## src/rtl/student_reg_pkg.sv

```systemverilog
// student_reg_pkg: shared constants and sizing helpers for the elastic register.
// Optional bypass path in the top level is enabled with STUDENT_ELASTIC_BYPASS_EN.
package student_reg_pkg;

   // Default data word width for the elastic register and its entries.
   localparam int DEFAULT_WIDTH = 16;

   // Width of the occupancy counter: must hold 0..depth inclusive.
   function automatic int cnt_width(input int depth);
      return $clog2(depth + 1);
   endfunction

   // Width of the read/write pointers: indexes 0..depth-1, at least one bit.
   function automatic int ptr_width(input int depth);
      return (depth > 1) ? $clog2(depth) : 1;
   endfunction

endpackage

```

## src/rtl/student_reg_entry.sv

```systemverilog
// student_reg_entry: one WIDTH-bit storage word with a load enable.
// Contents are deliberately not reset; the top level never presents an entry
// while it is empty, so stale data is never visible.
module student_reg_entry
   import student_reg_pkg::*;
#(
   parameter int WIDTH = DEFAULT_WIDTH
) (
   input  logic             clk,
   input  logic             load,
   input  logic [WIDTH-1:0] d,
   output logic [WIDTH-1:0] q
);

   // Capture d only when this entry is the write target; otherwise hold.
   always_ff @(posedge clk) begin
      if (load) begin
         q <= d;
      end
   end

endmodule

```

## src/rtl/student_elastic_register.sv

```systemverilog
// student_elastic_register: DEPTH-entry elastic buffer (small circular FIFO)
// with valid/ready handshakes on both sides, synchronous flush and a
// synchronous active-low reset.
// Optional feature: define STUDENT_ELASTIC_BYPASS_EN to let a word offered to
// an empty buffer appear on the output in the same cycle.
//
// Handshake: a transfer happens on a rising edge exactly when valid and ready
// are both 1 on that side; valid never waits for ready, and in_ready is a
// function of occupancy (and reset) only, never of out_ready.
module student_elastic_register
   import student_reg_pkg::*;
#(
   parameter int WIDTH = DEFAULT_WIDTH,
   parameter int DEPTH = 2
) (
   input  logic                         clk,
   input  logic                         rst_n,
   input  logic [WIDTH-1:0]             in_data,
   input  logic                         in_valid,
   output logic                         in_ready,
   input  logic                         flush,
   output logic [WIDTH-1:0]             out_data,
   output logic                         out_valid,
   input  logic                         out_ready,
   output logic [cnt_width(DEPTH)-1:0]  count
);

   localparam int CW = cnt_width(DEPTH);
   localparam int PW = ptr_width(DEPTH);

   logic [CW-1:0]    cnt_q;
   logic [PW-1:0]    wr_ptr;
   logic [PW-1:0]    rd_ptr;
   logic             full;
   logic             empty;
   logic             push;
   logic             bypass_pass;
   logic             store;
   logic             pop_store;
   logic [WIDTH-1:0] head;
   logic [WIDTH-1:0] entry_q    [DEPTH];
   logic             entry_load [DEPTH];

   // Advance a pointer by one, wrapping from DEPTH-1 back to 0.
   function automatic logic [PW-1:0] ptr_inc(input logic [PW-1:0] p);
      return (p == PW'(DEPTH - 1)) ? '0 : p + PW'(1);
   endfunction

   assign full     = (cnt_q == CW'(DEPTH));
   assign empty    = (cnt_q == '0);
   assign count    = cnt_q;

   // Input side never advertises space during reset, and full blocks a push
   // even when a pop happens in the same cycle.
   assign in_ready = !full && rst_n;
   assign push     = in_valid && in_ready;

`ifdef STUDENT_ELASTIC_BYPASS_EN
   // Empty buffer: the offered word is shown directly; if the consumer takes
   // it in the same cycle it passes through without being stored.
   assign bypass_pass = empty && in_valid && out_ready && rst_n;
   assign out_valid   = !empty || (in_valid && rst_n);
   assign out_data    = !empty ? head : ((in_valid && rst_n) ? in_data : '0);
`else
   // Registered-only output: out_* depends on stored state alone.
   assign bypass_pass = 1'b0;
   assign out_valid   = !empty;
   assign out_data    = empty ? '0 : head;
`endif

   // A push is stored unless it passed straight through or a flush kills it.
   assign store     = push && !bypass_pass && !flush;
   // Only stored words are popped; out_ready is ignored while empty.
   assign pop_store = out_ready && !empty;

   // Select the oldest stored word at the read pointer.
   always_comb begin
      head = '0;
      for (int i = 0; i < DEPTH; i++) begin
         if (rd_ptr == PW'(i)) begin
            head = entry_q[i];
         end
      end
   end

   // Storage: one load-enabled register per slot, written at the write pointer.
   for (genvar i = 0; i < DEPTH; i++) begin : g_entry
      assign entry_load[i] = store && (wr_ptr == PW'(i));

      student_reg_entry #(
         .WIDTH (WIDTH)
      ) u_entry (
         .clk  (clk),
         .load (entry_load[i]),
         .d    (in_data),
         .q    (entry_q[i])
      );
   end

   // Pointer and occupancy update; reset and flush clear everything and win
   // over any push or pop in the same cycle.
   always_ff @(posedge clk) begin
      if (!rst_n || flush) begin
         cnt_q  <= '0;
         wr_ptr <= '0;
         rd_ptr <= '0;
      end else begin
         if (store) begin
            wr_ptr <= ptr_inc(wr_ptr);
         end
         if (pop_store) begin
            rd_ptr <= ptr_inc(rd_ptr);
         end
         case ({store, pop_store})
            2'b10:   cnt_q <= cnt_q + CW'(1);
            2'b01:   cnt_q <= cnt_q - CW'(1);
            default: cnt_q <= cnt_q;
         endcase
      end
   end

endmodule

```

## config.mk

```make
export PLATFORM = sky130hd
export DESIGN_NAME = student_elastic_register
export DESIGN_NICKNAME = d
export VERILOG_FILES = /design/src/rtl/student_reg_pkg.sv /design/src/rtl/student_reg_entry.sv /design/src/rtl/student_elastic_register.sv
export SDC_FILE = /design/constraint.sdc
export NUM_CORES = 1
export LEC_CHECK = 0
export BUFFER_PORTS_ARGS = -buffer_cell sky130_fd_sc_hd__buf_2
export CORE_AREA = 2 2 77 79
export DETAILED_ROUTE_END_ITERATION = 10
export DIE_AREA = 0 0 79 81
export SYNTH_ARGS = -nofsm -noshare
export SYNTH_HDL_FRONTEND = slang
export SYNTH_SLANG_ARGS = --single-unit
export TNS_END_PERCENT = 50
```

## constraint.sdc

```tcl
create_clock -name clk -period 2.85 [get_ports clk]
set_input_delay 0.1425 -clock clk [delete_from_list [all_inputs] [get_ports clk]]
set_output_delay 0.1425 -clock clk [all_outputs]
set_load 0.01 [all_outputs]
```

Yosys cells after proc, flatten, opt, wreduce, memory -nomap -nowiden
Cells that the tools add are included.

Bits in registers: 36. Input bits: 21. Output and inout bits: 20. Word-level logic and storage cells: 31.

Add/subtract/negate cells: 4. Equality and inequality tests: 3. Muxes and demuxes: 5. Bitwise operators: 1. Reductions and logical operators: 13.

Operators with widths (count): 2-to-1 mux 16 bit (2); logical AND 1 bit (6); == test 2 bit (second input constant) (2); logical NOT 1 bit (4); case mux 2 bit (2 select lines) (1); adder 1 bit (second input constant) (2); adder 2 x 1 -> 2 bit (second input constant) (1); == test 2 x 1 -> 1 bit (second input constant) (1); logical NOT 2 bit (1); 2-to-1 mux 1 bit (2); nonzero test 2 bit (1); subtractor 2 x 1 -> 2 bit (second input constant) (1); logical OR 1 bit (1); NOT 1 bit (1).

Longest topological paths before layout
Word-level depth: 7. Mapped depth: 6. Gate-level depth less buffers: 6.

Modules after synthesis
A second synthesis with hierarchy kept.

Cell total of the unflattened synthesis: 94. Area, all modules: 1413.9 µm².

Modules (own cells, without submodules): student_reg_entry (instances 2, cells an instance 16, area each 480.5 µm², seq. area each 480.5 µm²); student_elastic_register (instances 1, cells an instance 62, area each 452.9 µm², seq. area each 80.1 µm²).

Worst setup path after synthesis
Ideal clock, no wire load.

Path type: reg2reg. From: reg cnt_q[0], in the netlist count[0]. To: reg g_entry[0].u_entry.q[0] (enable). Library setup time: 388 ps. Arrival time: 1488 ps. Required time: 2462 ps. Slack: 973 ps. Stages on the path, launching flop included: 4. Path buffers: 0. Clock period less this slack: 1877 ps. Cells stage by stage: dfxtp_1 nand2b_1 nand4b_1 nor2_1.

Longest elaborated chain between the ends: 6.

Ends and longest elaborated chain: from (decl) (RTL line student_elastic_register.sv:31) `logic [CW-1:0] cnt_q;`; from (signal assigned) (RTL line student_elastic_register.sv:115) `2'b10: cnt_q <= cnt_q + CW'(1);`; from (signal assigned) (RTL line student_elastic_register.sv:116) `2'b01: cnt_q <= cnt_q - CW'(1);`; from (signal assigned) (RTL line student_elastic_register.sv:117) `default: cnt_q <= cnt_q;`; == test 2 bit (RTL line student_elastic_register.sv:49) `assign full = (cnt_q == CW'(DEPTH));`; logical NOT 1 bit (RTL line student_elastic_register.sv:55) `assign in_ready = !full && rst_n;`; logical AND 1 bit (RTL line student_elastic_register.sv:55); logical AND 1 bit (RTL line student_elastic_register.sv:56) `assign push = in_valid && in_ready;`; logical AND 1 bit (RTL line student_elastic_register.sv:72) `assign store = push && !bypass_pass && !flush;`; logical AND 1 bit (RTL line student_elastic_register.sv:88) `assign entry_load[i] = store && (wr_ptr == PW'(i));`; net g_entry[0].u_entry.load (RTL line student_reg_entry.sv:10) `input logic load,`; to (signal assigned) (RTL line student_reg_entry.sv:18) `q <= d;`; to (decl) (RTL line student_reg_entry.sv:12) `output logic [WIDTH-1:0] q`.

The timed path passes the listed nets, and every way through them passes these cells. A chain may end at the register's enable or synchronous reset.

Worst setup path after layout
From: reg cnt_q[0], in the netlist count[0]. To: reg cnt_q[1], in the netlist count[1].

Longest elaborated chain between the ends: 7. Elaborated cells between the ends (all ways): 14. Classes of those cells: add/sub: 2; eq/ne: 3; mux: 1; reduce/logical: 8.

Ends and longest elaborated chain: == test 2 bit (RTL line student_elastic_register.sv:49); logical NOT 1 bit (RTL line student_elastic_register.sv:55); logical AND 1 bit (RTL line student_elastic_register.sv:55); logical AND 1 bit (RTL line student_elastic_register.sv:56); logical AND 1 bit (RTL line student_elastic_register.sv:72); == test 2 x 1 -> 1 bit or == test 2 bit (tied branches) (RTL line student_elastic_register.sv:114) `case ({store, pop_store})`; case mux 2 bit (2 select lines) or nonzero test 2 bit (tied branches).

Several ways; a longest one is shown, not always the timed one.

==> summary.log <==
[run_status] status completed
[synthesis] Synth area leaders sky130_fd_sc_hd__edfxtp_1 (68%), sky130_fd_sc_hd__mux2i_1 (11%), sky130_fd_sc_hd__dfxtp_1 (5.7%)
[critical_path] Cell Chain, Critical Path nand2b_1 -> nand4b_1 -> ha_1 -> or3_1 -> a21oi_1
[synthesis] instance count of the mapped netlist 94
[critical_path] arrival time at the worst endpoint 1.96 ns
[final_layout] area growth from synthesis to layout 27.5%
[timing] tightest slew margin relative to the limit 0.710
[timing] final number of max-transition violations 0
[global_route] GRT Resource Usage Total 0.0819
[cts] Worst-path clk slew 0.07 ns
[synthesis] yosys synthesis warning count 0
[synthesis] library cells used by synthesis 18
[timing] final hold vios 0
[final_layout] commonest cells after routing, fill and taps aside sky130_fd_sc_hd__buf_2 (40), sky130_fd_sc_hd__edfxtp_1 (32), sky130_fd_sc_hd__nor2_1 (21), sky130_fd_sc_hd__mux2i_1 (16), sky130_fd_sc_hd__clkbuf_8 (5)
[synthesis] post-synthesis sequential area ratio 0.736
[global_route] number of global-route vias before repair 802
[timing] final critical-path required period 1.75 ns
[synthesis] area leader, netlist sky130_fd_sc_hd__edfxtp_1
[synthesis] flip-flop and latch count after synthesis 36
[cts] CTS H-tree depth 2
[placed_design] Port Buffer Count 40
[synthesis] Avg Inst Size Synth 15.0 um^2
[global_route] remaining global-route overflow 0
[placed_design] Post-Place Cells 210
[global_route] global-route wire length before repair 3810 um
[detailed_routing] drt wl/cell 11.4 um
[die] number of core rows 28
[final_layout] # fillers 600
[critical_path] worst endpoint required time 3.06 ns
[cts] CTS tree yes
[cts] sink count of the clock tree 36
[global_route] maximum number of pins on one net before global-route repair 18
[cts] buffers inserted by post-CTS timing repair 0
[die] number of top-level pins 41
[detailed_routing] count of routing violations after the opening detailed-route iteration 36
[final_layout] net count of the finished layout 164
[die] effective utilization at floorplan 0.249
[global_route] met2 track utilization from global routing 0.135
[detailed_routing] via count normalized by instance count 3.94
[pwr] leakage power of the design 0.688 nW
[timing] worst-margin pin slew 0.435 ns
[detailed_routing] number of search-and-repair iterations in the first detailed-routing pass 6
[final_layout] layout cell share with drive strength beyond 1 0.357
[critical_path] Worst Path Class, Setup reg -> reg
[cts] Root Driver sky130_fd_sc_hd__clkbuf_8
[cts] largest buffer count on any clock path 2
[global_route] met1 track utilization from global routing 0.0938
[placed_design] routability-driven placement congestion ratio 0.760
[die] die boundary width 79 um
[synthesis] synthesized netlist net count 116
[timing] sum of negative setup slack 0 ns
[global_route] met3 Track Usage GR 0.0378
[detailed_routing] antenna viol nets, final 0
[worst_hold_path] Min-Delay Path Class in -> reg
[die] core box area 5680 um^2
[critical_path] element type at the critical path start flip-flop
[final_layout] Post-Layout Cell Count 218
[pwr] worst voltage drop across the vdd grid 0.138 mV
[detailed_routing] DRC violations left 0
[cts] Inserted Clock Buffers 5
[detailed_routing] routed vias 860
[critical_path] Critical Path Slowest Stage Cell sky130_fd_sc_hd__dfxtp_1
[cts] clock latency reported for the late side of the worst-skew pair 0.28 ns
[critical_path] critical path peak fanout 6
[detailed_routing] Total Wirelength 2490 um
[flow_run] total of max-cap violations 0
[critical_path] WP buf/inv 0
[timing] fmax 573 MHz
[timing] setup violation total in the final timing report 0
[timing] RSZ-0062 raised after global routing no
[die] overall die area 6400 um^2
[synthesis] top-area cell type share of the netlist area 0.680
[die] height of the die 81 um
[cts] post-cts resize count 0
[critical_path] delay of the slowest critical-path stage 0.45 ns
[global_route] layer carrying the most global-route usage met2
[final_layout] count of inserted antenna diode cells 0
[global_route] antenna violations before repair 0
[synthesis] Post-Syn Area 1410 um^2
[timing] part of the cycle the worst path needs 0.612
[pwr] power density relative to cell area 536 nW/um^2
[timing] skew final 0.00873 ns
[final_layout] most frequent standard cell in the layout excluding fill and tap cells sky130_fd_sc_hd__buf_2
[critical_path] kind of cell adding the most delay to the critical path simple AND/OR/NAND/NOR gates
[cts] number of buffers inserted by hold repair at cts 0
[critical_path] critical path endpoint category flip-flop
flip-flops by register name, indices dropped and copies added (netlist names):
name and cells:
g_entry.u_entry.q 32, count 2, rd_ptr 1, wr_ptr 1
worst reg2reg max path, delay by kind of cell (launching register included):
family	cells	cell delay (ns)
and+or+nand+nor	3	0.73
DFF	1	0.45
adders and majority gates	1	0.37
AOI/OAI and AO/OA	1	0.14
cells in the mapped netlist:
library cell               number
sky130_fd_sc_hd__buf_2          2
sky130_fd_sc_hd__nor2_1        21
sky130_fd_sc_hd__mux2i_1       16
sky130_fd_sc_hd__or3_1          1
sky130_fd_sc_hd__xnor2_1        1
sky130_fd_sc_hd__edfxtp_1      32
sky130_fd_sc_hd__o21ai_0        2
sky130_fd_sc_hd__nand3_1        1
sky130_fd_sc_hd__a21oi_1        2
sky130_fd_sc_hd__and2_1         1
sky130_fd_sc_hd__ha_1           1
sky130_fd_sc_hd__inv_1          3
sky130_fd_sc_hd__dfxtp_1        4
sky130_fd_sc_hd__nand2b_1       2
sky130_fd_sc_hd__buf_4          1
sky130_fd_sc_hd__a21o_1         1
sky130_fd_sc_hd__nand4b_1       1
sky130_fd_sc_hd__xor2_1         2
layout make-up:
class | count | area (um^2) | area share
inverters | 3 | 11.3 | 0.00625
well taps | 75 | 93.8 | 0.0520
clock buffers | 5 | 68.8 | 0.0382
flip-flops and latches | 36 | 1040 | 0.577
clock inverters | 3 | 13.8 | 0.00763
multi-input cells | 52 | 344 | 0.191
repair buffers | 44 | 230 | 0.128
power by group:
| group | leakage (nW) | internal, mW | switching, mW |
|---|---|---|---|
| clock | 0.0453 | 0.166 | 0.163 |
| sequential | 0.323 | 0.585 | 0.00323 |
| combinational | 0.320 | 0.0235 | 0.0275 |
logic make-up after synthesis:
family / share of synthesized area
buf+inv: 0.0204
flops: 0.736
mux: 0.113
compound gates: 0.0195
fa+ha+maj: 0.00885
simple gates: 0.0832
xor+xnor: 0.0186
layer usage:
layer	up-vias	routed length, um
li1	432	-
met1	398	1100
met2	28	1210
met3	2	165
met4	0	10
met5	-	0
final timing paths:
kind | from | endpoint | slack, ns | cells past startpoint
worst max-delay path | count[0]$_SDFFE_PP0P_ | count[1]$_SDFFE_PP0P_ | 1.10 | 5
worst min-delay path | in_data[3] | g_entry[0].u_entry.q[3]$_DFFE_PP_ | 0.05 | 1
worst max register to register | count[0]$_SDFFE_PP0P_ | count[1]$_SDFFE_PP0P_ | 1.10 | 5
worst min register to register | count[1]$_SDFFE_PP0P_ | count[1]$_SDFFE_PP0P_ | 0.54 | 2
through the flow:
| step | setup WS [ns] | total power, mW | util | hold slack [ns] | cell area, um^2 |
|---|---|---|---|---|---|
| after detailed placement | 1.13 | 0.652 | 0.303 | 0.335 | 1720 |
| after global routing | 0.965 | 1.01 | 0.318 | 0.0299 | 1800 |
| after global placement | 1.20 | 0.650 | 0.303 | 0.330 | 1720 |
| final | 1.10 | 0.967 | 0.318 | 0.0536 | 1800 |
| after CTS | 1.03 | 0.988 | 0.318 | 0.0375 | 1800 |
| after floorplan | 0.973 | 0.622 | - | 0.241 | 1410 |
Note: power is estimated with default switching activity, not from simulation.
